[config.mk]
export PLATFORM = sky130hd
export DESIGN_NAME = clean_mode_controller_exit
export DESIGN_NICKNAME = d
export VERILOG_FILES = /design/src/rtl/clean_mode_controller_exit_pkg.sv /design/src/rtl/clean_mode_controller_exit_sec_tick_gen.sv /design/src/rtl/clean_mode_controller_exit.sv
export SDC_FILE = /design/constraint.sdc
export NUM_CORES = 1
export LEC_CHECK = 0
export CAP_MARGIN = 20
export CORE_MARGIN = 4
export CORE_UTILIZATION = 55
export DETAILED_ROUTE_END_ITERATION = 10
export GPL_ROUTABILITY_DRIVEN = 0
export PLACE_DENSITY = 0.76
export SKIP_CTS_REPAIR_TIMING = 1
export SLEW_MARGIN = 20
export SYNTH_ARGS = -nofsm -noshare
export SYNTH_HDL_FRONTEND = slang
export SYNTH_HIERARCHICAL = 1
export SYNTH_SLANG_ARGS = --single-unit
[constraint.sdc]
create_clock -name clk -period 9.3 [get_ports clk]
set_input_delay 1.395 -clock clk [delete_from_list [all_inputs] [get_ports clk]]
set_output_delay 1.395 -clock clk [all_outputs]
set_load 0.005 [all_outputs]
[src/rtl/clean_mode_controller_exit_pkg.sv]
`default_nettype none
// +--------------------------------------------------------------------------+
// | Module   : clean_mode_controller_exit_pkg                                |
// | Purpose  : Shared hood mode codes and clean-cycle timing defaults, plus  |
// |            the default parameter values for the clean-mode exit block.   |
// | Ports    : none (package)                                                |
// | Revision : 1.0  initial release                                          |
// +--------------------------------------------------------------------------+

// Shared hood parameters. Guarded so that any file of the hood may carry the
// same definitions without clashing.
`ifndef MODE_WIDTH
`define MODE_WIDTH 3
`endif
`ifndef STAND_MODE
`define STAND_MODE 3'd0
`endif
`ifndef CLEAN_MODE
`define CLEAN_MODE 3'd2
`endif
`ifndef CLEAN_SECONDS
`define CLEAN_SECONDS 180
`endif
`ifndef CONFIRM_SECONDS
`define CONFIRM_SECONDS 5
`endif

package clean_mode_controller_exit_pkg;

  localparam int unsigned DEF_TICKS_PER_SEC   = 100_000_000;
  localparam int unsigned DEF_CLEAN_SECONDS   = `CLEAN_SECONDS;
  localparam int unsigned DEF_CONFIRM_SECONDS = `CONFIRM_SECONDS;

  // Width needed to hold a down-counter that starts at n and stops at 0.
  function automatic int unsigned count_width(input int unsigned n);
    return (n < 1) ? 1 : $clog2(n + 1);
  endfunction

endpackage

`default_nettype wire

[src/rtl/clean_mode_controller_exit_sec_tick_gen.sv]
`default_nettype none
// +--------------------------------------------------------------------------+
// | Module   : sec_tick_gen                                                  |
// | Purpose  : Prescaler producing a one-cycle tick every TICKS_PER_SEC      |
// |            enabled cycles. The count is held at 0 while enable is low,   |
// |            so a freshly enabled timer always gets a full first period.   |
// | Ports    : clk, rst (sync, active-high), enable -> tick                   |
// | Revision : 1.0  initial release                                          |
// +--------------------------------------------------------------------------+
module sec_tick_gen #(
  parameter int unsigned TICKS_PER_SEC = 100_000_000
) (
  input  logic clk,
  input  logic rst,
  input  logic enable,
  output logic tick
);

  localparam int unsigned CNT_W = (TICKS_PER_SEC < 2) ? 1 : $clog2(TICKS_PER_SEC);
  localparam logic [CNT_W-1:0] C_TERMINAL = CNT_W'(TICKS_PER_SEC - 1);

  logic [CNT_W-1:0] count_q;
  logic [CNT_W-1:0] count_d;

  assign tick = enable && (count_q == C_TERMINAL);

  always_comb begin
    count_d = count_q;
    if (!enable || tick) begin
      count_d = '0;
    end else begin
      count_d = count_q + CNT_W'(1);
    end
  end

  always_ff @(posedge clk) begin
    if (rst) begin
      count_q <= '0;
    end else begin
      count_q <= count_d;
    end
  end

endmodule

`default_nettype wire

[src/rtl/clean_mode_controller_exit.sv]
`default_nettype none
// +--------------------------------------------------------------------------+
// | Module   : clean_mode_controller_exit                                    |
// | Purpose  : Runs the clean-cycle seconds countdown while CLEAN_MODE is    |
// |            active and raises a level toggle asking the mode FSM to leave |
// |            CLEAN_MODE, either on completion or on a confirmed abort      |
// |            (menu press, then normal press within the confirm window).    |
// | Ports    : clk, rst                       clock / sync active-high reset |
// |            current_mode                   mode from the mode FSM         |
// |            menu_signal, normal_signal     debounced key levels           |
// |            clean_mode_controller_exit_toggle  level exit request         |
// |            clean_done, clean_aborted      one-cycle completion pulses    |
// |            confirm_pending                abort window open              |
// |            remaining_seconds              seconds left (0 when idle)     |
// | Revision : 1.0  initial release                                          |
// +--------------------------------------------------------------------------+
module clean_mode_controller_exit
  import clean_mode_controller_exit_pkg::*;
#(
  parameter int unsigned TICKS_PER_SEC   = DEF_TICKS_PER_SEC,
  parameter int unsigned CLEAN_SECONDS   = DEF_CLEAN_SECONDS,
  parameter int unsigned CONFIRM_SECONDS = DEF_CONFIRM_SECONDS,
  localparam int unsigned SEC_W          = $clog2(CLEAN_SECONDS + 1)
) (
  input  logic                   clk,
  input  logic                   rst,
  input  logic [`MODE_WIDTH-1:0] current_mode,
  input  logic                   menu_signal,
  input  logic                   normal_signal,
  output logic                   clean_mode_controller_exit_toggle,
  output logic                   clean_done,
  output logic                   clean_aborted,
  output logic                   confirm_pending,
  output logic [SEC_W-1:0]       remaining_seconds
);

  localparam int unsigned CONF_W = count_width(CONFIRM_SECONDS);
  localparam logic [SEC_W-1:0]  C_CLEAN_INIT   = SEC_W'(CLEAN_SECONDS);
  localparam logic [CONF_W-1:0] C_CONFIRM_INIT = CONF_W'(CONFIRM_SECONDS);

  typedef enum logic [1:0] {
    ST_IDLE    = 2'd0,
    ST_RUNNING = 2'd1,
    ST_CONFIRM = 2'd2,
    ST_EXIT    = 2'd3
  } state_t;

  state_t              state_q,   state_d;
  logic [SEC_W-1:0]    remaining_q, remaining_d;
  logic [CONF_W-1:0]   confirm_q, confirm_d;
  logic                pending_q, pending_d;
  logic                toggle_q,  toggle_d;
  logic                done_q,    done_d;
  logic                aborted_q, aborted_d;
  logic                menu_signal_d_q, menu_signal_d_d;

  logic in_clean;
  logic menu_rise;
  logic counting;
  logic sec_tick;

  assign in_clean  = (current_mode == `CLEAN_MODE);
  assign menu_rise = menu_signal & ~menu_signal_d_q;
  // Gating with in_clean keeps the prescaler from advancing on the cycle the
  // mode drops out, so a later entry always starts from a clean count.
  assign counting  = in_clean && ((state_q == ST_RUNNING) || (state_q == ST_CONFIRM));

  sec_tick_gen #(
    .TICKS_PER_SEC (TICKS_PER_SEC)
  ) u_sec_tick_gen (
    .clk    (clk),
    .rst    (rst),
    .enable (counting),
    .tick   (sec_tick)
  );

  always_comb begin
    state_d         = state_q;
    remaining_d     = remaining_q;
    confirm_d       = confirm_q;
    pending_d       = pending_q;
    toggle_d        = toggle_q;
    done_d          = 1'b0;
    aborted_d       = 1'b0;
    menu_signal_d_d = menu_signal;

    if (!in_clean) begin
      // Mode left CLEAN_MODE: drop everything quietly, no completion pulses.
      state_d     = ST_IDLE;
      remaining_d = '0;
      confirm_d   = '0;
      pending_d   = 1'b0;
      toggle_d    = 1'b0;
    end else begin
      case (state_q)
        ST_IDLE: begin
          // A menu edge on the entry cycle is deliberately not looked at.
          state_d     = ST_RUNNING;
          remaining_d = C_CLEAN_INIT;
          confirm_d   = '0;
          pending_d   = 1'b0;
          toggle_d    = 1'b0;
        end

        ST_RUNNING, ST_CONFIRM: begin
          if (sec_tick) begin
            if (remaining_q != '0) begin
              remaining_d = remaining_q - SEC_W'(1);
            end
            if ((state_q == ST_CONFIRM) && (confirm_q != '0)) begin
              confirm_d = confirm_q - CONF_W'(1);
            end
          end

          // Priority: expiry, window open, abort confirm, window timeout.
          if (sec_tick && (remaining_q == SEC_W'(1))) begin
            state_d   = ST_EXIT;
            done_d    = 1'b1;
            toggle_d  = 1'b1;
            pending_d = 1'b0;
            confirm_d = '0;
          end else if ((state_q == ST_RUNNING) && menu_rise) begin
            state_d   = ST_CONFIRM;
            confirm_d = C_CONFIRM_INIT;
            pending_d = 1'b1;
          end else if ((state_q == ST_CONFIRM) && normal_signal && !menu_signal) begin
            state_d   = ST_EXIT;
            aborted_d = 1'b1;
            toggle_d  = 1'b1;
            pending_d = 1'b0;
            confirm_d = '0;
          end else if ((state_q == ST_CONFIRM) && sec_tick && (confirm_q == CONF_W'(1))) begin
            state_d   = ST_RUNNING;
            pending_d = 1'b0;
          end
        end

        ST_EXIT: begin
          // Held until the mode FSM takes us out of CLEAN_MODE.
          toggle_d = 1'b1;
        end

        default: begin
          state_d = ST_IDLE;
        end
      endcase
    end
  end

  always_ff @(posedge clk) begin
    if (rst) begin
      state_q         <= ST_IDLE;
      remaining_q     <= '0;
      confirm_q       <= '0;
      pending_q       <= 1'b0;
      toggle_q        <= 1'b0;
      done_q          <= 1'b0;
      aborted_q       <= 1'b0;
      menu_signal_d_q <= 1'b0;
    end else begin
      state_q         <= state_d;
      remaining_q     <= remaining_d;
      confirm_q       <= confirm_d;
      pending_q       <= pending_d;
      toggle_q        <= toggle_d;
      done_q          <= done_d;
      aborted_q       <= aborted_d;
      menu_signal_d_q <= menu_signal_d_d;
    end
  end

  assign clean_mode_controller_exit_toggle = toggle_q;
  assign clean_done                        = done_q;
  assign clean_aborted                     = aborted_q;
  assign confirm_pending                   = pending_q;
  assign remaining_seconds                 = remaining_q;

endmodule

`default_nettype wire

==> results of run 1 <==
-- report_power, final --
group | leakage [nW] | internal [mW] | switching (mW) | total [mW]
registers | 0.363 | 0.193 | 0.000931 | 0.194
logic | 0.444 | 0.00589 | 0.00530 | 0.0112
clock network | 0.0543 | 0.0804 | 0.0693 | 0.150
total | 0.861 | 0.280 | 0.0756 | 0.355
-- per-layer routing --
metal  global-route usage  wire (um)  vias up
li1                     -          -      989
met1                0.244       2220      911
met2                0.319       2420       35
met3               0.0602        168       12
met4               0.0905        120        0
met5                    0          0        -
-- registers in the layout (all words and copies together), names as in the netlist --
signal	cells
u_sec_tick_gen/count_q	27
remaining_seconds	8
confirm_q	3
state_q	2
clean_aborted	1
clean_done	1
clean_mode_controller_exit_toggle	1
confirm_pending	1
menu_signal_d_q	1
-- stage by stage --
step | total power, mW | worst slack, ps | cells
final | 0.355 | 5690 | 336
after global routing | 0.370 | 5540 | 336
after CTS | 0.360 | 5720 | 336
after detailed placement | 0.210 | 5370 | 328
after floorplan | 0.205 | 6020 | 268
after global placement | 0.210 | 5440 | 328
-- worst paths after layout --
path / end / slack (ps) / cells past startpoint
worst min register to register: u_sec_tick_gen/count_q[0] / 470 / 1
worst max-delay path: confirm_q[1] / 5690 / 8
worst min-delay path: u_sec_tick_gen/count_q[0] / 470 / 1
worst max register to register: confirm_q[1] / 5950 / 9
-- logic make-up (layout without fill, tap and decap cells) --
kind of cell               after synthesis  count (layout)  synth area share
AOI/OAI and AO/OA                       36              36             0.111
xor gates and xnor gates                23              23            0.0849
adders and majority gates               12              12            0.0633
buffers and inverters                   18              36            0.0406
DFF                                     45              45             0.380
muxes                                    1               1           0.00422
and+or+nand+nor                        133             133             0.316
-- cells in the final DEF (no fill, tap or decap), types with 2 or more instances in the layout --
cell type	netlist	routed
and2_1	2	2
clkbuf_8	0	5
and3_2	2	2
nor2_1	35	35
inv_1	10	10
xnor2_1	17	17
ha_1	12	12
or4_1	3	3
nor2b_1	2	2
a21oi_1	8	8
nand2b_1	3	3
nand3_1	17	17
clkdlybuf4s50_1	0	18
nand2_1	19	19
o21ai_0	9	9
a31oi_1	3	3
or3_2	2	2
and3_1	6	6
xor2_1	6	6
nor4_1	7	7
a32o_1	2	2
nor3_1	9	9
dfxtp_1	45	45
nor3b_1	2	2
o31a_1	2	2
nand4_1	3	3
nand3b_1	3	3
-- area by class of cell --
cell class / instances / area share
flip-flops and latches: 45 / 0.336
clock inverters: 3 / 0.0173
inverters: 10 / 0.0140
well taps: 50 / 0.0234
repair buffers: 18 / 0.0673
multi-input cells: 205 / 0.516
clock buffers: 5 / 0.0257
==> metrics.yaml, run 1 <==
cts_root_buffer: "clkbuf_8"
top_level_ports: 19
initial_core_util: 0.581
max_slew_margin: 0.296
synth.distinct_cells: 59
ys_ff_latch: 45
cp_data_required_time_ps: 9500
syn-num-nets: 287
timing.fmax_ghz: 0.277
die_area_um2: 5430
grt_max_degree: 20
ir_drop_mv: 0.0798
whs_ps: 475
worst_pin_slew_ps: 1050
reg2reg_from: "u_sec_tick_gen/count_q[0]"
grt_pass1_wl_um: 8450
cts_max_level: 2
slew_viol_final: 0
cts_buffers: 5
placed_cell_area_um2: 2560
synthCells: 268
routed_via_density: 5.79
path_class: "in -> reg"
final_util: 0.656
mappedNetlistArea_um2: 2370
yosysMostFrequentCell: "dfxtp_1"
rsz0062_at_grt: "false"
drt_pass1_iterations: 4
drt-initial-drc-count: 88
slowest_stage: "or4bb_4"
tritoncts: "yes"
synth_ff_type: "dfxtp_1"
setup_tns_ps: 0
seqCellArea_um2: 901
min_period_ps: 3610
p_leak_nw: 0.861
vias: 1947
postRouteAntennaNets: 0
multi_input_area_um2: 1380
max_stage_delay_ps: 610
netlist.area_leader.share: 0.380
clock_sinks: 45
setup_viol: 0
critPathLaunchType: "input port"
synth_area_leader_cell: "dfxtp_1"
nets: 304
remaining_drc_errors: 0
dpl.hpwl_um: 3650
insertion_delay_ps: 300
num_rows: 23
max-cap-violations: 0
finalWirelength_um: 4930
synth_edf_count: 0
die_h_um: 73.7
cp_top_family: "simple AND/OR/NAND/NOR gates"
yosysSeqAreaShare: 0.380
hp-class: "reg -> reg"
critPathMaxFanout: 6
clkSlewWorstSetupHoldPaths_ps: 90
cp-startpoint: "current_mode[1]"
core_area_um2: 4090
avgSynthCellArea_um2: 8.86
cp.arrival_ps: 3820
synth_common_cells: "dfxtp_1 (45), nor2_1 (35), nand2_1 (19)"
antenna_found_initial: 0
power_density_nw_per_um2: 133
portBuffers: 18
nFillCells: 348
grt_remaining_overflow: 0
endpoint_kind: "flip-flop"
diodes: 0
period_share: 0.389
hold_viol: 0
crit_buf_inv: 2
drive_above_1_share: 0.0874
fin_area_um2: 2680
min_from: "u_sec_tick_gen/count_q[0]"
async_reset_ff_frac: 0
die_x_um: 73.7
status: "complete, no violations"
grt_pass1_vias: 1895
post_drt_wl_per_cell_um: 14.7
synthTopCellsByArea: "dfxtp_1 (38%), ha_1 (6.3%), xnor2_1 (6.3%), nor2_1 (5.5%), nand3_1 (3.6%)"
track_usage: 0.199
ys_warn_count: 6
clock_path_buffers: 2
fin_worst_skew_ps: 9.34
syn2layout_area_growth_pct: 12.9
crit_chain: "clkdlybuf4s50_1, nor4bb_1, inv_1, nor2_1, or4bb_4, o211ai_4, o31ai_2, a22o_1"
No activity file was read; power rests on OpenSTA's default activity.
==> inputs of run 2 (changes only) <==
clock period = 3.5 ns   (was 9.3 ns; I/O delays follow)
==> metrics.yaml, run 2 (synthesis gave the netlist of run 1 again) <==
status: "complete, no violations"
worst_pin_slew_ps: 668  # -385 ps
antenna_found_initial: 0  # unchanged
hold_viol: 0  # unchanged
cp_data_required_time_ps: 3700  # -5800 ps
timing.fmax_ghz: 0.324
initial_core_util: 0.581  # unchanged
cts_max_level: 2  # unchanged
crit_chain: "or4b_1, or4_1, nor2_1, or4bb_4, o211ai_4, o31ai_2, a22o_1"
ir_drop_mv: 0.240  # +200%
critPathMaxFanout: 6  # unchanged
fin_area_um2: 2710  # +1.1%
final_common_cell: "dfxtp_1"
portBuffers: 18  # unchanged
diodes: 0  # unchanged
regToRegEndpoint: "confirm_q[1]"
internal_power_mw: 0.744  # +170%
grt_pass1_vias: 1853  # -2.2%
max_stage_delay_ps: 620  # about the same
p_comb_frac: 0.032  # about the same
rsz0062_at_grt: "false"
p_leak_nw: 0.881  # +2.4%
reg2reg_from: "u_sec_tick_gen/count_q[9]"
post_drt_wl_per_cell_um: 14.0  # -4.7%
clkSlewWorstSetupHoldPaths_ps: 90  # about the same
largest_register_ffs: 27  # unchanged
slew_viol_final: 0  # unchanged
endpoint_kind: "flip-flop"
top_usage_layer: "met2"
drt_pass1_iterations: 4  # unchanged
globalRouteMet2Util: 0.326  # +0.00689
cts_root_buffer: "clkbuf_8"
postRouteAntennaNets: 0  # unchanged
syn2layout_area_growth_pct: 14.1
p_sw_mw: 0.201  # +170%
finalWirelength_um: 4760  # -3.6%
max_slew_margin: 0.550  # +0.254
r2r_cells: 7  # -2
fin_worst_skew_ps: 4.20  # -5.14 ps
final_cell_mix: "dfxtp_1 (45), nor2_1 (35), nand2_1 (19)"
min_path_cells: 1  # unchanged
top_level_ports: 19  # unchanged
slowest_stage: "or4bb_4"
die_x_um: 73.7  # unchanged
nets: 308  # +1.3%
power_density_nw_per_um2: 349  # +160%
power_frac_clock: 0.421  # about the same
drt-initial-drc-count: 142  # +61%
cp.arrival_ps: 3280  # -540 ps
regMostFlops: "u_sec_tick_gen/count_q"
min_period_ps: 3080
met3_usage: 0.0492  # -0.0109
path_class: "reg -> reg"
grt_pass1_wl_um: 8180  # -3.1%
nFillCells: 327  # -6.0%
drive_above_1_share: 0.100  # +0.0126
seq_power_share: 0.547  # about the same
min_from: "u_sec_tick_gen/count_q[0]"
critPathLaunchType: "flip-flop"
clock_path_buffers: 2  # unchanged
grt_remaining_overflow: 0  # unchanged
period_share: 0.880
routed_via_density: 5.71  # -1.5%
track_usage: 0.191  # -0.00824
dpl.hpwl_um: 3490  # -4.5%
cts_buffers: 5  # unchanged
num_rows: 23  # unchanged
hold_path_end: "u_sec_tick_gen/count_q[0]"
placed_cell_area_um2: 2590  # +1.2%
setup_tns_ps: 0  # unchanged
die_area_um2: 5430  # unchanged
tritoncts: "yes"
vias: 1940  # -0.36%
hp-class: "reg -> reg"
reg2reg_slack_ps: 420  # -5530 ps
grtUsageMet1: 0.240  # -0.00372
remaining_drc_errors: 0  # unchanged
whs_ps: 479  # +4.23 ps
switching_share: 0.213  # about the same
setup_viol: 0  # unchanged
core_area_um2: 4090  # unchanged
die_h_um: 73.7  # unchanged
insertion_delay_ps: 300  # about the same
grt_max_degree: 20  # unchanged
clock_sinks: 45  # unchanged
max-cap-violations: 0  # unchanged
## run 2: cell types whose count changed in the layout (fill, tap and decap cells not counted), sizes merged
cell / previous run / this run
buf: 0 / 4
## run 2: metal layers
| metal | part of all wire | vias up |
|---|---|---|
| li1 | - | 993 |
| met3 | 0.028 | 4 |
| met5 | 0 | - |
| met4 | 0.0074 | 0 |
| met2 | 0.48 | 37 |
| met1 | 0.48 | 906 |
## run 2: worst max-delay path by stage
stage,depth (start not counted),slack (ps),to,startpoint
floorplan,11,460,confirm_q[1],u_sec_tick_gen/count_q[0]
global placement,8,490,confirm_q[1],current_mode[1]
detailed placement,8,320,confirm_q[1],current_mode[1]
CTS,7,410,confirm_q[1],u_sec_tick_gen/count_q[9]
global route,7,260,confirm_q[0],u_sec_tick_gen/count_q[9]
finish,7,420,confirm_q[1],u_sec_tick_gen/count_q[9]
## run 2: final cells by class
class | instances | area [um^2] | share of cell area
clock inverter | 3 | 46.3 | 0.0171
clock buffer | 5 | 68.8 | 0.0254
sequential | 45 | 901 | 0.333
timing repair buffer | 22 | 210 | 0.0776
multi-input combinational | 205 | 1380 | 0.510
inverter | 10 | 37.5 | 0.0139
tap | 50 | 62.6 | 0.0231
## run 2: worst max-delay path, delay by kind of cell, from the launching register on
kind / cells / cell delay, ps
AO/OA/AOI/OAI: 3 / 580
AND/OR/NAND/NOR: 4 / 2040
flip-flops: 1 / 360
## run 2: power groups by stage
stage / clock [mW] / sequential [mW] / combinational [mW]
after floorplan: 0 / 0.528 / 0.0168
after global placement: 0 / 0.528 / 0.0298
after detailed placement: 0 / 0.528 / 0.0300
after CTS: 0.409 / 0.516 / 0.0304
after global routing: 0.432 / 0.517 / 0.0333
final: 0.398 / 0.516 / 0.0305
## run 2: through the flow
stage	std cells	setup slack, ps	total power, mW	util
floorplan	268	455	0.545	-
detailed placement	332	322	0.558	0.635
global route	340	259	0.983	0.663
CTS	340	410	0.955	0.663
global placement	332	485	0.558	0.635
finish	340	418	0.944	0.663
